$ cat src/rtl/sram_port_arbiter.sv
// sram_port_arbiter: shares one sram-like memory port between the instruction
// fetch requester and the data access requester. One transaction is in flight
// at a time; data requests win ties unless a waiting fetch has already seen
// DATA_RUN_MAX data grants in a row, in which case the fetch goes next.
module sram_port_arbiter #(
  parameter int ADDR_W       = 32,
  parameter int DATA_W       = 32,
  parameter int DATA_RUN_MAX = 4
) (
  input  logic              clk,
  input  logic              rst,

  input  logic              inst_req,
  input  logic [ADDR_W-1:0] inst_addr,
  output logic              inst_addr_ok,
  output logic              inst_data_ok,
  output logic [DATA_W-1:0] inst_rdata,

  input  logic              data_req,
  input  logic              data_wr,
  input  logic [1:0]        data_size,
  input  logic [ADDR_W-1:0] data_addr,
  input  logic [DATA_W-1:0] data_wdata,
  output logic              data_addr_ok,
  output logic              data_data_ok,
  output logic [DATA_W-1:0] data_rdata,

  output logic              bus_req,
  output logic              bus_wr,
  output logic [1:0]        bus_size,
  output logic [ADDR_W-1:0] bus_addr,
  output logic [DATA_W-1:0] bus_wdata,
  input  logic              bus_addr_ok,
  input  logic              bus_data_ok,
  input  logic [DATA_W-1:0] bus_rdata,

  output logic              busy
);

  typedef enum logic [1:0] {
    S_IDLE,
    S_REQ,
    S_RESP
  } state_t;

  typedef enum logic [1:0] {
    OWN_NONE,
    OWN_INST,
    OWN_DATA
  } owner_t;

  localparam int RUN_W = $clog2(DATA_RUN_MAX + 1);
  localparam logic [RUN_W-1:0] RUN_MAX_C = RUN_W'(DATA_RUN_MAX);

  state_t            state;
  state_t            state_nx;
  owner_t            owner;
  owner_t            owner_nx;
  logic [RUN_W-1:0]  run_cnt;
  logic [RUN_W-1:0]  run_cnt_nx;
  logic              grant_inst;
  logic              grant_data;
  logic              addr_acc;
  logic              data_acc;
  logic [DATA_W-1:0] inst_rdata_q;
  logic [DATA_W-1:0] data_rdata_q;

  // Next-state logic: arbitration in IDLE, handshake tracking in REQ/RESP.
  always_comb begin
    state_nx   = state;
    owner_nx   = owner;
    run_cnt_nx = run_cnt;
    grant_inst = 1'b0;
    grant_data = 1'b0;
    addr_acc   = 1'b0;
    data_acc   = 1'b0;
    case (state)
      S_IDLE: begin
        if (!inst_req) begin
          run_cnt_nx = '0;
        end
        if (data_req && !(inst_req && (run_cnt == RUN_MAX_C))) begin
          grant_data = 1'b1;
          owner_nx   = OWN_DATA;
          state_nx   = S_REQ;
          if (inst_req && (run_cnt != RUN_MAX_C)) begin
            run_cnt_nx = run_cnt + 1'b1;
          end
        end else if (inst_req) begin
          grant_inst = 1'b1;
          owner_nx   = OWN_INST;
          state_nx   = S_REQ;
          run_cnt_nx = '0;
        end
      end
      S_REQ: begin
        if (bus_addr_ok) begin
          addr_acc = 1'b1;
          if (bus_data_ok) begin
            data_acc = 1'b1;
            state_nx = S_IDLE;
            owner_nx = OWN_NONE;
          end else begin
            state_nx = S_RESP;
          end
        end
      end
      S_RESP: begin
        if (bus_data_ok) begin
          data_acc = 1'b1;
          state_nx = S_IDLE;
          owner_nx = OWN_NONE;
        end
      end
      default: begin
        state_nx = S_IDLE;
        owner_nx = OWN_NONE;
      end
    endcase
  end

  // State, owner and starvation counter registers.
  always_ff @(posedge clk) begin
    if (rst) begin
      state   <= S_IDLE;
      owner   <= OWN_NONE;
      run_cnt <= '0;
    end else begin
      state   <= state_nx;
      owner   <= owner_nx;
      run_cnt <= run_cnt_nx;
    end
  end

  // Bus request registers: fields latched at grant, bus_req dropped after accept.
  always_ff @(posedge clk) begin
    if (rst) begin
      bus_req   <= 1'b0;
      bus_wr    <= 1'b0;
      bus_size  <= 2'd0;
      bus_addr  <= '0;
      bus_wdata <= '0;
    end else if (grant_data) begin
      bus_req   <= 1'b1;
      bus_wr    <= data_wr;
      bus_size  <= data_size;
      bus_addr  <= data_addr;
      bus_wdata <= data_wdata;
    end else if (grant_inst) begin
      bus_req   <= 1'b1;
      bus_wr    <= 1'b0;
      bus_size  <= 2'd2;
      bus_addr  <= inst_addr;
      bus_wdata <= '0;
    end else if (addr_acc) begin
      bus_req   <= 1'b0;
    end
  end

  // Read data holding registers, updated only on the owner's load completion.
  always_ff @(posedge clk) begin
    if (rst) begin
      inst_rdata_q <= '0;
      data_rdata_q <= '0;
    end else begin
      if (inst_data_ok) begin
        inst_rdata_q <= bus_rdata;
      end
      if (data_data_ok && !bus_wr) begin
        data_rdata_q <= bus_rdata;
      end
    end
  end

  // Pulses go only to the current owner and are suppressed while reset is held.
  assign inst_addr_ok = !rst && addr_acc && (owner == OWN_INST);
  assign inst_data_ok = !rst && data_acc && (owner == OWN_INST);
  assign data_addr_ok = !rst && addr_acc && (owner == OWN_DATA);
  assign data_data_ok = !rst && data_acc && (owner == OWN_DATA);

  // Completion data is passed straight through in the pulse cycle, then held.
  assign inst_rdata = inst_data_ok ? bus_rdata : inst_rdata_q;
  assign data_rdata = (data_data_ok && !bus_wr) ? bus_rdata : data_rdata_q;

  assign busy = (state != S_IDLE);

endmodule

$ cat config.mk
export PLATFORM = sky130hd
export DESIGN_NAME = sram_port_arbiter
export DESIGN_NICKNAME = d
export VERILOG_FILES = /design/src/rtl/sram_port_arbiter.sv
export SDC_FILE = /design/constraint.sdc
export NUM_CORES = 1
export LEC_CHECK = 0
export BUFFER_PORTS_ARGS = -buffer_cell sky130_fd_sc_hd__buf_2
export CAP_MARGIN = 20
export CORE_ASPECT_RATIO = 1.1
export CORE_MARGIN = 2
export CORE_UTILIZATION = 45
export CTS_BUF_LIST = sky130_fd_sc_hd__clkbuf_2 sky130_fd_sc_hd__clkbuf_4 sky130_fd_sc_hd__clkbuf_8
export CTS_CLUSTER_DIAMETER = 120
export DETAILED_ROUTE_END_ITERATION = 12
export PLACE_DENSITY_LB_ADDON = 0.12
export SYNTH_ARGS = -nofsm -noshare
export SYNTH_HDL_FRONTEND = slang
export SYNTH_SLANG_ARGS = --single-unit
$ cat constraint.sdc
create_clock -name clk -period 4.9 [get_ports clk]
set_clock_uncertainty 0.15 [all_clocks]
set_input_delay 0.49 -clock clk [delete_from_list [all_inputs] [get_ports clk]]
set_output_delay 0.49 -clock clk [all_outputs]
set_load 0.01 [all_outputs]
# After elaboration in Yosys (flattened, before gate mapping)
# Index checks and enable logic that the tools add are counted.
[classes]
n_addsub = 1
n_eq_ne = 9
mux = 37
reduce_logical = 19
[op_table]
columns = ["op", "count"]
rows = [
  ["$mux W32", 6],
  ["$mux W2", 10],
  ["$mux W1", 14],
  ["$mux W3", 4],
  ["$pmux W2 S3", 2],
  ["$logic_and A1 B1 Y1", 10],
  ["$ne A3 B3 Y1 const B", 2],
  ["$eq A2 B1 Y1 const B", 2],
  ["$eq A2 B2 Y1 const B", 2],
  ["$ne A2 B2 Y1 const B", 2],
  ["$reduce_bool A2 Y1", 2],
  ["$add A3 B1 Y3 const B", 1],
  ["$eq A3 B3 Y1 const B", 1],
  ["$logic_not A1 Y1", 3],
  ["$reduce_and A3 Y1", 1],
  ["$reduce_bool A3 Y1", 1],
  ["$logic_not A2 Y1", 1],
  ["$pmux W1 S2", 1],
  ["$reduce_and A2 Y1", 1],
]
[word_totals]
ff_bits = 139
input_bits = 137
out_inout_bits = 137
word_cells = 76

# Longest topological paths before layout
# Gate-level depths: netlist (run 1).
[depth]
ltp_word = 8
ltp_mapped = 9
depth_no_buf = 6

# Worst setup path after synthesis (run 1)
# No wires, ideal clock.
[synth_timing]
path_type = "flip-flop to output port"
startpoint = "register state[0]"
endpoint = "output inst_rdata[10]"
arrival_time_ns = 1.764
required_ns = 4.260
slack_ns = 2.496
path_stages_with_launch = 8
path_buffers = 2
cell_sequence = "dfxtp_1 inv_1 ha_1 nand3b_4 or3_1 buf_2 buf_6 mux2_4"
[synth_between]
elab_chain_cells = 5
word_cells_on_any_way = 6
cone_classes = "2 x eq/ne; 2 x mux; 2 x reduce/logical"
[synth_lines]
columns = ["element", "line_no", "text"]
rows = [
  ["start, declared", "55", "state_t state;"],
  ["start signal, assigned", "129", "state <= state_nx;"],
  ["$eq A2 B2 Y1 / $eq A2 B1 Y1 (equally long branches)", "77", "case (state)"],
  ["$pmux W1 S2 (*)", "77", ""],
  ["$logic_and A1 B1 Y1 (*) (2 in series)", "177", "assign inst_data_ok = !rst && data_acc && (owner == OWN_INST);"],
  ["$mux W32 (*)", "--", ""],
  ["end, declared", "17", "output logic [DATA_W-1:0] inst_rdata,"],
]
# Mark *: on every way between the ends. The rest lies on a longest branch, timed or not.

# Final worst setup path (run 1)
[layout_timing]
startpoint = "register state[1]"
endpoint = "output inst_rdata[0]"
# Same word-level chain as after synthesis.

==> run_results.csv, run 1 <==
group,metric,value,unit
cts,insertion_delay,0.45,ns
layout,drive_above_1_share,50.7,%
timing,hold_viol_final,0,
setup_path,cp_max_fo,33,
timing,worst-slew-pin-transition,1.03,ns
power,ir_drop,0.000242,V
global_route,grt_max_degree,112,
logic_synthesis,netlist_top_cells_area,"dfxtp_1 50%, mux2_4 7.8%, nor2b_1 7.5%",
power,finalPower,2.65,mW
timing,max_freq,283,MHz
timing,finalSetupViolCount,0,
floorplanning,initial_utilization,46.1,%
logic_synthesis,synth_top_area_share,49.9,%
setup_path,critPathKind,"register to primary output",
floorplanning,coreArea,0.0121,mm2
setup_path,reg2reg_to,"inst_rdata_q[0]",
cts,path_clk_slew,0.08,ns
logic_synthesis,synthesis.nets,676,
layout,layout.nets,934,
logic_synthesis,yosysMostFrequentCell,"dfxtp_1",
timing,post-route-min-period,3.54,ns
logic_synthesis,synth.cell_area,0.00558,mm2
logic_synthesis,yosysTopAreaCell,"dfxtp_1",
routing,drt_wl_total,14.3,mm
layout,area_growth,34.7,%
routing,drt_iter0_drc,288,
cts,postCtsHoldBufs,0,
floorplanning,die-area,0.0133,mm2
floorplanning,num_io_pins,274,
setup_path,crit_start,"state[1]",
logic_synthesis,synth_cells,534,
layout,finalNonFillerCells,959,
hold_path,hold_path.class,"input port to register",
placed_design,hpwlAfterDp,10.2,mm
timing,rsz0062_at_grt,"no",
setup_path,r2r_start,"state[1]",
global_route,grt.total_usage,21.1,%
timing,finalWorstSetupSlack,1.36,ns
logic_synthesis,avgSynthCellArea,10.4,um2
placed_design,gp_congestion,0.830,
setup_path,cpMaxStageDelayCell,"or3_2",
hold_path,min_to,"bus_wdata[12]",
logic_synthesis,synth_common_cells,"139 x dfxtp_1, 107 x nor2_1, 67 x nor2b_1",
setup_path,critPathArrivalTime,2.90,ns
hold_path,holdPathStages,3,
logic_synthesis,synth.distinct_cells,29,
global_route,grt_pass1_wl,21.7,mm
routing,drtAntennaViolNets,0,
cts,cts_made_buffers,17,
floorplanning,row_count,42,
cts,cts_resized,0,
timing,drv_slew,0,
routing,drtPass1Iterations,5,
run_status,status,"complete, no violations",
setup_path,worstPathCellList,"inv_1 -> ha_1 -> a21oi_1 -> or3_2 -> mux2_2 -> buf_2",
logic_synthesis,synthFlopType,"dfxtp_1",
power,leakagePower,3.83,nW
placed_design,numPortBuffers,273,
global_route,antenna_found_initial,0,
logic_synthesis,ys_ff_latch,139,
cts,clock_sinks,139,
setup_path,max_stage_delay,0.89,ns
hold_path,worstHoldStart,"data_wdata[12]",
placed_design,pre_cts_ws,1.80,ns
floorplanning,die_h,121,um
power,powerDensity,353,mW/mm2
logic_synthesis,yosys_warnings,0,
global_route,grt-ovfl-total,0,
layout,nFillCells,1028,
routing,vias,4795,
cts,h-tree-depth,4,
timing,period_share,72.2,%
global_route,grt_pass1_vias,4486,
routing,wl_per_cell,15.0,um
setup_path,cp-start-kind,"register",
logic_synthesis,postSynth.asyncResetShare,0,%
floorplanning,fp.dieW,110,um
routing,vias_per_cell,5.00,
layout,diodes,0,
setup_path,crit_required,4.26,ns
placed_design,dp_cells,926,
setup_path,r2r_setup_slack,2.19,ns
routing,route.detailed.drc,0,
timing,slew_headroom,31.1,%
logic_synthesis,synth_edf_count,0,
cts,postCtsSetupBuffers,0,
cts,cts_buffer_depth,2,
setup_path,worst_setup_path_end_kind,"primary output",
timing,fin_tns_setup,0,ns
job,drv_cap,0,
cts,cts_tree,"built",
logic_synthesis,yosysSeqAreaShare,49.9,%
cts,clockRootBuffer,"clkbuf_8",
setup_path,rr_worst_depth,6,
placed cells by master, fill, tap and decap left out, types with 2 or more instances in the layout:
cell        count
a22oi_1        35
bufinv_16       4
inv_1           6
clkbuf_8       17
mux2_1          5
nand2_1         4
clkinv_4        4
mux2i_1         4
nor2b_1        67
o221a_2        32
mux2_2         30
clkinv_2        3
buf_16          3
nand3_1         4
buf_4           6
clkinvlp_4      4
dfxtp_1       139
a21oi_1         6
nor3_1          6
nor3b_1         2
buf_2         272
ha_1            5
mux2_4         29
nand2b_1        3
nor2_1        107
kinds of logic (layout without fill, tap and decap cells):
kind of cell | count (synthesis) | after routing | share of synthesized area, %
adders and majority gates | 5 | 5 | 1.12
buffers and inverters | 48 | 319 | 3.72
AOI/OAI and AO/OA | 76 | 76 | 12.1
and+or+nand+nor | 198 | 198 | 17.6
DFF | 139 | 139 | 49.9
muxes | 68 | 68 | 15.6
power breakdown:
group | switching, mW | internal (mW) | total [mW]
logic | 0.229 | 0.194 | 0.423
clock network | 0.445 | 0.553 | 0.998
registers | 0.0340 | 1.20 | 1.23
total | 0.708 | 1.94 | 2.65
critical path, delay by kind of cell, from the launching register on:
family,cells,cell delay [ns]
simple gates,1,0.89
mux,1,0.43
flops,1,0.36
compound gates,1,0.33
buf+inv,2,0.22
fa+ha+maj,1,0.21
cell type report:
| type | count | area [um2] | share of cell area (%) |
|---|---|---|---|
| Inverter | 6 | 22.5 | 0.300 |
| Clock inverter | 15 | 200 | 2.66 |
| Multi-Input combinational cell | 347 | 2590 | 34.5 |
| Timing Repair Buffer | 281 | 1490 | 19.8 |
| Tap cell | 154 | 193 | 2.56 |
| Sequential cell | 139 | 2780 | 37.0 |
| Clock buffer | 17 | 234 | 3.11 |
per-layer routing:
metal	vias up	share of wire, %	track usage (%)
met1	2210	40	24.1
met4	0	3.4	11.3
met5	-	0	0
li1	2358	-	-
met3	36	8.3	6.63
met2	191	49	34.9
per-stage QoR:
step                      cell area [um2]  utilization [%]  hold WS [ns]
after floorplan                      5580                -         0.313
after global placement               7000             57.9         0.321
after detailed placement             7050             58.3         0.323
after CTS                            7480             61.9         0.101
after global routing                 7510             62.2         0.124
final                                7510             62.2         0.136
worst max-delay path by stage:
stage | end | slack [ns] | cells past startpoint
after floorplan | inst_rdata[10] | 2.50 | 7
after global placement | inst_rdata[23] | 1.84 | 5
after detailed placement | inst_rdata[26] | 1.80 | 5
after CTS | inst_rdata[1] | 1.30 | 6
after global routing | inst_rdata[31] | 1.19 | 6
final | inst_rdata[0] | 1.36 | 6
flip-flops by register name, indices dropped and copies added (netlist names):
| signal | count |
|---|---|
| bus_addr | 32 |
| bus_req | 1 |
| bus_size | 2 |
| bus_wdata | 32 |
| bus_wr | 1 |
| data_rdata_q | 32 |
| inst_rdata_q | 32 |
| owner | 2 |
| run_cnt | 3 |
| state | 2 |
Power figures use the tool's default switching activity.
==> run 2, diff against run 1 <==
ABC_AREA = 1   (was not set)
clock period = 3.4 ns   (was 4.9 ns; I/O delays follow)
==> run 2 against run 1 <==
Net effect:
- core utilization grew 0.30 points
- sequential cell count is the same
- sequential share of layout area shrank 5.8 points
- largest cell class unchanged
- via count grew 35%
- synthesized cell count grew 84%
- clock power grew 33%
- largest power group unchanged
- highest routed layer unchanged
==> run_results.csv, run 2 <==
group,metric,value,unit
global_route,grt_pass1_wl,27.7,mm
cts,cts_made_buffers,17,
power,ir_drop,0.000249,V
layout,drive_above_1_share,29.9,%
setup_path,cp_common_cell,"nand2_1",
floorplanning,die_h,130,um
timing,drv_slew,0,
setup_path,reg2reg_to,"bus_addr[1]",
timing,finalSetupViolCount,0,
routing,drtAntennaViolNets,0,
global_route,grt_pass1_vias,5999,
setup_path,critPathKind,"register to primary output",
floorplanning,coreArea,0.0143,mm2
placed_design,placed_area,0.00794,mm2
power,leakagePower,5.48,nW
logic_synthesis,netlist_top_cells_area,"dfxtp_1 43%, nand2_1 17%, inv_1 14%",
routing,drt_iter0_drc,290,
layout,diodes,0,
job,drv_cap,0,
routing,vias,6484,
cts,cts_buffer_depth,2,
layout,final_common_cell,"nand2_1",
floorplanning,die-area,0.0155,mm2
layout,layout.nets,1434,
routing,wl_per_cell,11.5,um
timing,slew_headroom,36.8,%
setup_path,crit_start,"state[1]",
logic_synthesis,postSynth.asyncResetShare,0,%
setup_path,timing.critical_path.to,"data_rdata[4]",
logic_synthesis,synthesis.nets,1122,
logic_synthesis,yosysTopAreaCell,"dfxtp_1",
cts,clockRootBuffer,"clkbuf_8",
timing,max_freq,353,MHz
cts,cts_tree,"built",
global_route,grt-ovfl-total,0,
logic_synthesis,synthFlopType,"dfxtp_1",
floorplanning,fp.dieW,119,um
layout,layout_common_cells,"297 x nand2_1, 272 x buf_2, 238 x inv_1",
setup_path,critPathTopFamily,"simple AND/OR/NAND/NOR gates",
logic_synthesis,yosysMostFrequentCell,"nand2_1",
setup_path,cp-start-kind,"register",
logic_synthesis,synth_common_cells,"297 x nand2_1, 238 x inv_1, 139 x dfxtp_1",
logic_synthesis,synth.distinct_cells,26,
timing,period_share,83.4,%
logic_synthesis,synth_top_area_share,42.6,%
timing,fin_tns_setup,0,ns
timing,rsz0062_at_grt,"no",
logic_synthesis,yosys_warnings,0,
setup_path,cp_num_buf_inv,4,
placed_design,hpwlAfterDp,11.6,mm
logic_synthesis,synth.cell_area,0.00653,mm2
setup_path,max_stage_delay,0.35,ns
setup_path,cp_max_fo,32,
logic_synthesis,ys_ff_latch,139,
logic_synthesis,yosysSeqAreaShare,42.6,%
cts,insertion_delay,0.44,ns
setup_path,rr_worst_depth,7,
logic_synthesis,avgSynthCellArea,6.66,um2
floorplanning,num_io_pins,274,
placed_design,numPortBuffers,273,
hold_path,hold_path.class,"input port to register",
setup_path,cpMaxStageDelayCell,"dfxtp_1",
setup_path,crit_required,2.91,ns
logic_synthesis,synth_edf_count,0,
timing,holdWs,0.0339,ns
timing,hold_viol_final,0,
setup_path,worstPathCellList,"inv_1 -> ha_1 -> nand2_1 -> nor2_4 -> nand3_1 -> nor2_2 -> buf_4 -> nand2_1 -> nand2_1 -> inv_1 -> buf_2",
cts,clock_sinks,139,
global_route,grt_max_degree,63,
routing,route.detailed.drc,0,
global_route,antenna_found_initial,0,
cts,h-tree-depth,4,
timing,post-route-min-period,2.83,ns
timing,worst-slew-pin-transition,0.947,ns
global_route,grt.total_usage,22.1,%
setup_path,cp.depth,11,
floorplanning,row_count,46,
run_status,status,"complete, no violations",
power,powerDensity,425,mW/mm2
setup_path,r2r_start,"state[0]",
routing,drt_wl_total,17.2,mm
layout,area_growth,36.6,%
placed_design,gp_congestion,0.774,
setup_path,worst_setup_path_end_kind,"primary output",
layout,fin_area,0.00891,mm2
routing,drtPass1Iterations,4,
floorplanning,initial_utilization,45.7,%
logic_synthesis,synth_cells,980,
setup_path,r2r_setup_slack,1.15,ns
setup_path,critPathArrivalTime,2.34,ns
cts,path_clk_slew,0.07,ns
routing,vias_per_cell,4.34,
==> run 2: cell count changes in the layout (fill, tap and decap cells not counted), moves of 49 or more <==
cell	delta
nand2_1	+293
inv_1	+232
nor2b_1	-67
a21oi_1	+65
dlygate4sd3_1	+59
nor2_1	-49
==> run 2: cell type report <==
class | count | area, um2
Multi-Input combinational cell | 551 | 2560
Timing Repair Buffer | 340 | 2030
Inverter | 243 | 912
Clock inverter | 7 | 91.3
Sequential cell | 139 | 2780
Fill cell | 1366 | 5360
Clock buffer | 23 | 298
Tap cell | 192 | 240
==> run 2: worst reg2reg max path, cell delays in order (launching register included) <==
cell	delay (ns)
dfxtp_1	0.31
inv_1	0.09
ha_1	0.28
inv_2	0.12
a21oi_4	0.43
buf_4	0.46
o21ai_0	0.16
a21oi_1	0.17
==> run 2: how the worst min path moves through the flow <==
stage	startpoint	endpoint	slack, ns	cells after the start
global route	bus_rdata[2]	inst_rdata_q[2]	0.009	3
global placement	bus_wdata[11]	bus_wdata[11]	0.30	2
CTS	bus_rdata[20]	inst_rdata_q[20]	0.002	3
finish	bus_rdata[15]	inst_rdata_q[15]	0.03	3
detailed placement	bus_wdata[6]	bus_wdata[6]	0.30	2
floorplan	state[1]	state[1]	0.31	2
==> run 2: stage by stage <==
step	util [%]	setup slack (ns)	std cells	total power [mW]
2_1_floorplan	-	1.48	980	2.19
3_3_place_gp	55.6	1.07	1406	2.44
3_5_place_dp	55.6	1.03	1406	2.45
4_1_cts	62.5	0.512	1495	3.83
5_1_grt	62.5	0.323	1495	4.00
6_report	62.5	0.565	1495	3.79
==> run 2: repair_timing <==
item / 4_1_cts / 5_1_grt
buffers inserted: 0 / 0
hold endpoints to repair: 59 / 0
resized for setup: 0 / 0
hold buffers: 59 / 0
==> run 2: power by group <==
group          switching [mW]  internal (mW)  leakage, nW
Combinational           0.406          0.277         4.15
Sequential             0.0490           1.73         1.13
Clock                   0.605          0.724        0.202
==> run 2: kinds of logic (layout without fill, tap and decap cells) <==
kind of cell	after synthesis	count (layout)	synth area share (%)
AO/OA/AOI/OAI	139	139	12.7
adder cells (fa/ha/maj)	5	5	0.959
buffers and inverters	290	613	18.3
flip-flops	139	139	42.6
AND/OR/NAND/NOR	407	407	25.4
==> run 2: layer usage <==
layer  up-vias  part of all wire, %  GRT usage (%)
met5         -                    0              0
met4         0                  1.9           8.12
met3        24                  5.6           5.81
met2       172                   50           40.1
met1      2820                   42           25.1
li1       3468                    -              -
